--- src/rtl/tau_accumulator.sv ---
// ============================================================================
// tau_accumulator
// ----------------------------------------------------------------------------
// Downstream stage of the temporal-unary MAC. While a unary operand streams
// out, the encoder emits one shifted partial product per cycle. This block
// sums those partial products across all elements of a dot product. It then
// offers the finished sum to the output buffer over a valid/ready handshake.
//
// Elements are delimited by elem_done, the encoder's done pulse. vec_last is
// qualified by elem_done and marks the final element of the vector.
//
// Optional feature (compile-time macro TAU_ACC_SAT_EN):
//   defined   : an add past 2^ACC_BITS-1 clamps the accumulator at all-ones.
//   undefined : modulo-2^ACC_BITS wrap.
//   In both builds the add sets the sticky overflow flag.
//
// Ports:
//   clk        in   clock
//   reset_n    in   asynchronous active-low reset
//   start      in   begin a new dot product (clears accumulator and flags)
//   pp_valid   in   pp carries a valid partial product this cycle
//   pp         in   [PP_BITS-1:0] unsigned shifted partial product
//   elem_done  in   current element's unary stream has ended
//   vec_last   in   with elem_done: this was the final element
//   acc_out    out  [ACC_BITS-1:0] registered accumulator / result
//   acc_valid  out  acc_out holds a finished result (HOLD state)
//   acc_ready  in   downstream accepts the result
//   busy       out  accumulating (ACCUM state)
//   overflow   out  sticky per dot product: the sum exceeded ACC_BITS
//   len_err    out  sticky per dot product: VEC_LEN_MAX elements arrived
//                   without vec_last
// ============================================================================
module tau_accumulator #(
    parameter int BITWIDTH    = 8,
    parameter int PP_BITS     = 2 * BITWIDTH,
    parameter int VEC_LEN_MAX = 16,
    parameter int ACC_BITS    = PP_BITS + $clog2(VEC_LEN_MAX)
) (
    input  logic                clk,
    input  logic                reset_n,
    input  logic                start,
    input  logic                pp_valid,
    input  logic [PP_BITS-1:0]  pp,
    input  logic                elem_done,
    input  logic                vec_last,
    output logic [ACC_BITS-1:0] acc_out,
    output logic                acc_valid,
    input  logic                acc_ready,
    output logic                busy,
    output logic                overflow,
    output logic                len_err
);

    // The counter must be able to represent VEC_LEN_MAX itself.
    localparam int CNT_W = $clog2(VEC_LEN_MAX + 1);
    // The sum is one bit wider than the wider operand, so a carry past
    // ACC_BITS is always visible, even if ACC_BITS is overridden below PP_BITS.
    localparam int SUM_W = ((ACC_BITS > PP_BITS) ? ACC_BITS : PP_BITS) + 1;

    typedef enum logic [1:0] {
        S_IDLE  = 2'd0,
        S_ACCUM = 2'd1,
        S_HOLD  = 2'd2
    } state_t;

    state_t              state;
    state_t              state_nxt;

    logic [ACC_BITS-1:0] acc;
    logic [CNT_W-1:0]    elem_count;
    logic                ovf_q;
    logic                len_q;

    // ------------------------------------------------------------------
    // Adder: zero-extend both operands, then detect carry past ACC_BITS.
    // ------------------------------------------------------------------
    logic [SUM_W-1:0]    sum_full;
    logic                carry;
    logic [ACC_BITS-1:0] acc_add;

    assign sum_full = SUM_W'(acc) + SUM_W'(pp);
    assign carry    = |sum_full[SUM_W-1:ACC_BITS];

`ifdef TAU_ACC_SAT_EN
    // Once the accumulator sits at all-ones, any non-zero add carries again.
    // The value therefore stays pinned at the clamp.
    assign acc_add = carry ? {ACC_BITS{1'b1}} : sum_full[ACC_BITS-1:0];
`else
    assign acc_add = sum_full[ACC_BITS-1:0];
`endif

    // This elem_done would be the VEC_LEN_MAX-th element.
    logic cnt_hit;
    logic elem_end;

    assign cnt_hit  = (elem_count == CNT_W'(VEC_LEN_MAX - 1));
    assign elem_end = elem_done && (vec_last || cnt_hit);

    // A start clears the datapath in three cases:
    //   - from IDLE;
    //   - as a restart in ACCUM;
    //   - together with the result handshake in HOLD, with no idle bubble.
    // In HOLD without acc_ready the start is dropped, which protects the
    // pending result.
    logic clear;

    always_comb begin
        clear = 1'b0;
        unique case (state)
            S_IDLE:  clear = start;
            S_ACCUM: clear = start;
            S_HOLD:  clear = start && acc_ready;
            default: clear = 1'b0;
        endcase
    end

    // ------------------------------------------------------------------
    // FSM: state register
    // ------------------------------------------------------------------
    always_ff @(posedge clk or negedge reset_n) begin
        if (!reset_n) state <= S_IDLE;
        else          state <= state_nxt;
    end

    // ------------------------------------------------------------------
    // FSM: next state
    // ------------------------------------------------------------------
    always_comb begin
        state_nxt = state;
        unique case (state)
            S_IDLE: begin
                if (start) state_nxt = S_ACCUM;
            end
            S_ACCUM: begin
                // A restart takes priority over ending the element.
                if (start)         state_nxt = S_ACCUM;
                else if (elem_end) state_nxt = S_HOLD;
            end
            S_HOLD: begin
                if (acc_ready) state_nxt = start ? S_ACCUM : S_IDLE;
            end
            default: state_nxt = S_IDLE;
        endcase
    end

    // ------------------------------------------------------------------
    // FSM: outputs
    // ------------------------------------------------------------------
    always_comb begin
        acc_valid = 1'b0;
        busy      = 1'b0;
        unique case (state)
            S_ACCUM: busy      = 1'b1;
            S_HOLD:  acc_valid = 1'b1;
            default: ;
        endcase
    end

    // ------------------------------------------------------------------
    // Datapath: accumulator, element counter and sticky flags.
    // Updates happen only in ACCUM, so HOLD keeps everything stable.
    // A pp that arrives with the final elem_done is still added.
    // ------------------------------------------------------------------
    always_ff @(posedge clk or negedge reset_n) begin
        if (!reset_n) begin
            acc        <= '0;
            elem_count <= '0;
            ovf_q      <= 1'b0;
            len_q      <= 1'b0;
        end else if (clear) begin
            // A pp in the restart cycle is discarded.
            acc        <= '0;
            elem_count <= '0;
            ovf_q      <= 1'b0;
            len_q      <= 1'b0;
        end else if (state == S_ACCUM) begin
            if (pp_valid) begin
                acc <= acc_add;
                if (carry) ovf_q <= 1'b1;
            end
            if (elem_done) begin
                elem_count <= elem_count + CNT_W'(1);
                if (cnt_hit && !vec_last) len_q <= 1'b1;
            end
        end
    end

    assign acc_out  = acc;
    assign overflow = ovf_q;
    assign len_err  = len_q;

endmodule

--- config.mk ---
export PLATFORM = sky130hd
export DESIGN_NAME = tau_accumulator
export DESIGN_NICKNAME = d
export VERILOG_FILES = /design/src/rtl/tau_accumulator.sv
export SDC_FILE = /design/constraint.sdc
export NUM_CORES = 1
export LEC_CHECK = 0
export ABC_AREA = 1
export BUFFER_PORTS_ARGS = -buffer_cell sky130_fd_sc_hd__buf_2
export CAP_MARGIN = 15
export CORE_ASPECT_RATIO = 1.75
export CORE_MARGIN = 4
export CORE_UTILIZATION = 53
export DETAILED_ROUTE_END_ITERATION = 8
export GPL_ROUTABILITY_DRIVEN = 0
export HOLD_SLACK_MARGIN = 0.08
export PLACE_DENSITY_LB_ADDON = 0.3
export SETUP_SLACK_MARGIN = 0.15
export SYNTH_ARGS = -nofsm -noshare
export SYNTH_HDL_FRONTEND = slang
export SYNTH_SLANG_ARGS = --single-unit
--- constraint.sdc ---
create_clock -name clk -period 1.9 [get_ports clk]
set_input_delay 0.57 -clock clk [delete_from_list [all_inputs] [get_ports clk]]
set_output_delay 0.57 -clock clk [all_outputs]
set_load 0.01 [all_outputs]
* Yosys cells after proc, flatten, opt, wreduce, memory -nomap -nowiden *
Index checks and enable logic that the tools add are counted.

operators by class
  $add $sub $neg = 2
  eq/ne operators = 6
  multiplexer cells = 23
  reduce and logical (&&, ||, !) cells = 17

operator list
  kind                                           number
  two-way mux 20 bit                             3
  adder 20 x 16 -> 21 bit                        1
  two-way mux 5 bit                              3
  two-way mux 1 bit                              11
  nonzero test 2 bit                             5
  AND reduction 3 bit                            3
  two-way mux 2 bit                              4
  case mux 2 bit (3 select lines)                1
  adder 5 x 1 -> 5 bit, second input constant    1
  == test 5 x 4 -> 1 bit, second input constant  1
  != test 2 bit, second input constant           2
  AND reduction 2 bit                            2
  logical AND 1 bit                              3
  != test 3 bit, second input constant           1
  == test 2 x 1 -> 1 bit, second input constant  1
  == test 2 bit, second input constant           1
  logical NOT 2 bit                              1
  case mux 1 bit (2 select lines)                1
  OR reduction 2 bit                             1
  logical NOT 1 bit                              1
  logical OR 1 bit                               1

word-level totals
  flip-flop bits (word level) = 29

* Longest topological paths before layout *
  depth after elaboration = 6
  mapped depth = 12

* Least setup slack after synthesis *
No wires, ideal clock.

  path kind = input to register
  start = in pp[0]
  end = reg acc[12], in the netlist acc_out[12]
  arrival = 1.811 ns
  required time = 1.783 ns
  setup slack = -0.029 ns
  stages on the path = 10
  path through = ha_1 fa_1 nand2_1 nand3_1 nand3_1 nand2_1 a21oi_1 nand2_1 nand3_1 nand2_1

on the way
  longest elaborated chain between the ends = 4

ends and longest elaborated chain
  item                     RTL line  RTL
  from (decl)              43        input logic [PP_BITS-1:0] pp,
  adder 20 x 16 -> 21 bit  81        assign sum_full = SUM_W'(acc) + SUM_W'(pp);
  two-way mux 20 bit       177       if (pp_valid) begin
  two-way mux 20 bit       176       end else if (state == S_ACCUM) begin
  two-way mux 20 bit       170       end else if (clear) begin
  to (signal assigned)     166       acc <= '0;
  to (signal assigned)     172       acc <= '0;
  to (signal assigned)     178       acc <= acc_add;
  to (decl)                69        logic [ACC_BITS-1:0] acc;

No other way between the ends. The select of a mux whose other input is x is not followed.
A chain may end at the register's enable or synchronous reset.

* Worst setup path in the final report *
  start = reg acc[0], in the netlist acc_out[0]
  end = reg acc[12], in the netlist acc_out[12]

on the way
  longest elaborated chain between the ends = 4

ends and longest elaborated chain
  item                     RTL line
  adder 20 x 16 -> 21 bit  81
  two-way mux 20 bit       177
  two-way mux 20 bit       176
  two-way mux 20 bit       170

No other way between the ends. The select of a mux whose other input is x is not followed.

==> summary.md <==
| Metric | Value |
|---|---|
| Status | `finished clean` |
| Ys Warns | `0` |
| Layout cells sized above 1 | `about a third` |
| Slew margin rel. | `55.4%` |
| Fin. Hold Viols | `0` |
| Combinational share of power | `42.4%` |
| Met2 usage | `between 40% and 50%` |
| CP startpoint kind | `flip-flop` |
| Yosys cell types | `35` |
| Antenna violations before repair | `0` |
| M1 GR Usage | `20.7%` |
| Clock share of power | `a little under a quarter` |
| Final HPWL DP | `4970 um` |
| Synth Cell Area | `0.00232 sq mm` |
| Kind of critical path | `reg -> reg` |
| DRT antenna net count | `0` |
| Leak | `1.76 nW` |
| Hold WC Path Type | `in -> async` |
| Cells after DPL | `approximately 460` |
| CTS sink cnt | `29` |
| Data required, critical path | `2.08 ns` |
| Max-slew violations | `0` |
| WL/cell | `14.3 um` |
| Crit-path cells | `ha_4 > fa_2 > nand2_2 > nand3_2 > nand3_2 > nand2_4 > a21oi_4 > nand2_1 > nand3_1 > nand2_1` |
| CTS clk-pin slew, worst paths | `around 0.070 ns` |
| Cts hold-fix bufs | `0` |
| TritonRoute pass-1 iters | `6` |
| IO Port Bufs | `46` |
| Mapped Nets | `376` |
| MaxCap Viol Count | `0` |
| Maximum fanout along the worst path | `4` |
| Least-Margin Pin Slew | `0.669 ns` |
| DRT Wirelength | `6680 um` |
| Largest net degree at the start of global routing | `30` |
| Worst-case clock buffer depth | `2` |
| Total CTS buffers | `5` |
| CP top delay family | `simple AND/OR/NAND/NOR gates` |
| Slowest-stage cell, CP | `dfrtp_1` |
| Commonest non-fill, non-tap cells in the layout | `106 x nand2_1, 46 x buf_2, 38 x inv_1` |
| R2R Path End | `acc_out[12]` |
| H-tree levels | `2` |
| DP Area | `0.00284 sq mm` |
| Area Growth Syn to Fin | `39.3%` |
| Vias in the first global route | `2443` |
| RSZ-0062 raised after global routing | `yes` |
| Reg power frac | `33.8%` |
| Setup Viol. Count Final | `0` |
| Starting Density | `55.3%` |
| CP Buf/Inv Count | `0` |
| Fin cells | `about 470` |
| N_diodes | `0` |
| EDFF count, synth | `0` |
| Num rows | `31` |
| Number of synthesized register bits | `29` |
| Commonest non-fill, non-tap cell in the layout | `nand2_1` |
| Min cycle time layout | `1.79 ns` |
| Global Route Usage Sum | `23.9%` |
| Critical path endpoint | `acc_out[12]` |
| Gr busiest metal | `met2` |
| Crit share post-route | `94.5%` |
| DRT iter0 DRCs | `around 120` |
| Max Clock Skew | `0.00488 ns` |
| CP peak stage delay | `0.42 ns` |
| CTS tree | `built` |
| Worst skew pair latency | `0.29 ns` |
| First-pass GRT wire length | `10200 um` |
| Total vias in the final route | `2556` |
| Layout fillers | `316` |
| Reg2Reg Depth | `10` |
| Core area | `~0.0042 sq mm` |
| Worst reg2reg path startpoint | `acc_out[0]` |
| F_max | `557 MHz` |
| CP Capture Type | `flip-flop` |
| Cell area after layout | `0.00323 sq mm` |
| Met3 GRT Util | `approximately 3.5%` |
| Internal Power | `between 0.001 and 0.0015 W` |
| Register area share after synthesis | `31.3%` |
| Syn Inst Count | `between 300 and 400` |
| Net Sw Power | `0.000827 W` |
| Fin nets | `458` |
| Die area | `around 0.0055 sq mm` |
| Setup crit start | `acc_out[0]` |
| Die Span Y | `95.5 um` |
| Worst R2R Setup Slack | `0.11 ns` |
| Vias per cell | `5.48` |
| Sw Share | `38.3%` |
| Total power divided by cell area | `668 mW/mm^2` |
| CP Depth | `10` |
| Root buf cell | `clkbuf_8` |
| Synth Area per Inst | `6.94 sq um` |
| Worst Path Arrival | `1.98 ns` |
| Die Width | `a little under 60 um` |
| Peak supply drop | `0.000758 V` |
| # DRC | `0` |
| GR Overflow Total | `0` |
| Ports | `47` |
| Main synth FF type | `dfrtp_1` |
| FFs w/ async S/R, synth | `100%` |
state kept, by name (all words and copies together), names as in the netlist:
register / cells
len_err: 1
state: 2
acc_out: 20
overflow: 1
elem_count: 5
synthesized netlist by cell type, types with 2 or more instances:
cell type | count | share of area [%]
a21oi_1 | 28 | 6.0
nand3_1 | 26 | 5.6
o21ai_0 | 13 | 2.8
nand2_2 | 4 | 1.1
nand2_1 | 112 | 18
inv_1 | 38 | 6.2
xor2_1 | 3 | 1.1
dfrtp_1 | 29 | 31
nand3_2 | 2 | 0.86
ha_1 | 18 | 9.7
nor3_1 | 4 | 0.86
a22o_1 | 2 | 0.76
nor2_1 | 33 | 5.3
timing repair:
action                                  in CTS  in global routing
buffers inserted                             2                  1
endpoints found under the setup margin      10                 16
pin swaps                                    2                  4
endpoints found under the hold margin        0                  0
resized for setup                           12                 36
kinds of logic (layout without fill, tap and decap cells):
group                    count (synthesis)  after routing  share of synthesized area, %
flip-flops                              29             29                          31.3
AO/OA/AOI/OAI                           49             49                          11.6
adder cells (fa/ha/maj)                 19             19                          10.6
XOR/XNOR                                 3              3                          1.13
buffers and inverters                   42            125                          8.04
AND/OR/NAND/NOR                        192            192                          37.3
per-stage QoR:
stage / power (W) / util, % / hold WS, ns / setup slack [ns] / setup TNS (ns)
floorplan: 0.00118 / - / 0.274 / 0.0905 / 0
detailed placement: 0.00148 / 67.7 / 0.495 / -0.251 / -2.23
global placement: 0.00146 / 67.7 / 0.478 / -0.222 / -1.85
finish: 0.00216 / 77.1 / 0.306 / 0.105 / 0
CTS: 0.00202 / 72.0 / 0.347 / 0.125 / 0
global route: 0.00227 / 77.1 / 0.366 / 0.0335 / 0
final cells by class:
type / count / area [sq um] / area share, %
Clock buffer: 6 / 72.6 / 2.25
Clock inverter: 2 / 10.0 / 0.310
Inverter: 41 / 166 / 5.15
Multi-Input combinational cell: 263 / 1740 / 53.7
Sequential cell: 29 / 726 / 22.5
Tap cell: 49 / 61.3 / 1.90
Timing Repair Buffer: 76 / 459 / 14.2
routing by layer:
metal | wire length [um] | up-vias
met5 | 0 | -
met3 | 266 | 25
met4 | 303 | 0
met2 | 3860 | 82
li1 | - | 1248
met1 | 2250 | 1201
power groups by stage:
stage               Combinational, W  Clock (W)  Sequential [W]
CTS                         0.000797   0.000507        0.000718
detailed placement          0.000753          0        0.000726
floorplan                   0.000441          0        0.000741
global placement            0.000737          0        0.000724
finish                      0.000915   0.000512        0.000730
global route                 0.00100   0.000529        0.000736
worst min-delay path by stage:
| stage | start | end | cells after the start |
|---|---|---|---|
| final | reset_n | acc_out[1] | 1 |
| after floorplan | reset_n | acc_out[0] | 0 |
| after global placement | len_err | len_err | 2 |
| after detailed placement | acc_out[12] | acc_out[12] | 2 |
| after global routing | reset_n | acc_out[13] | 1 |
| after CTS | reset_n | acc_out[1] | 1 |
(Power assumes the default switching activity.)
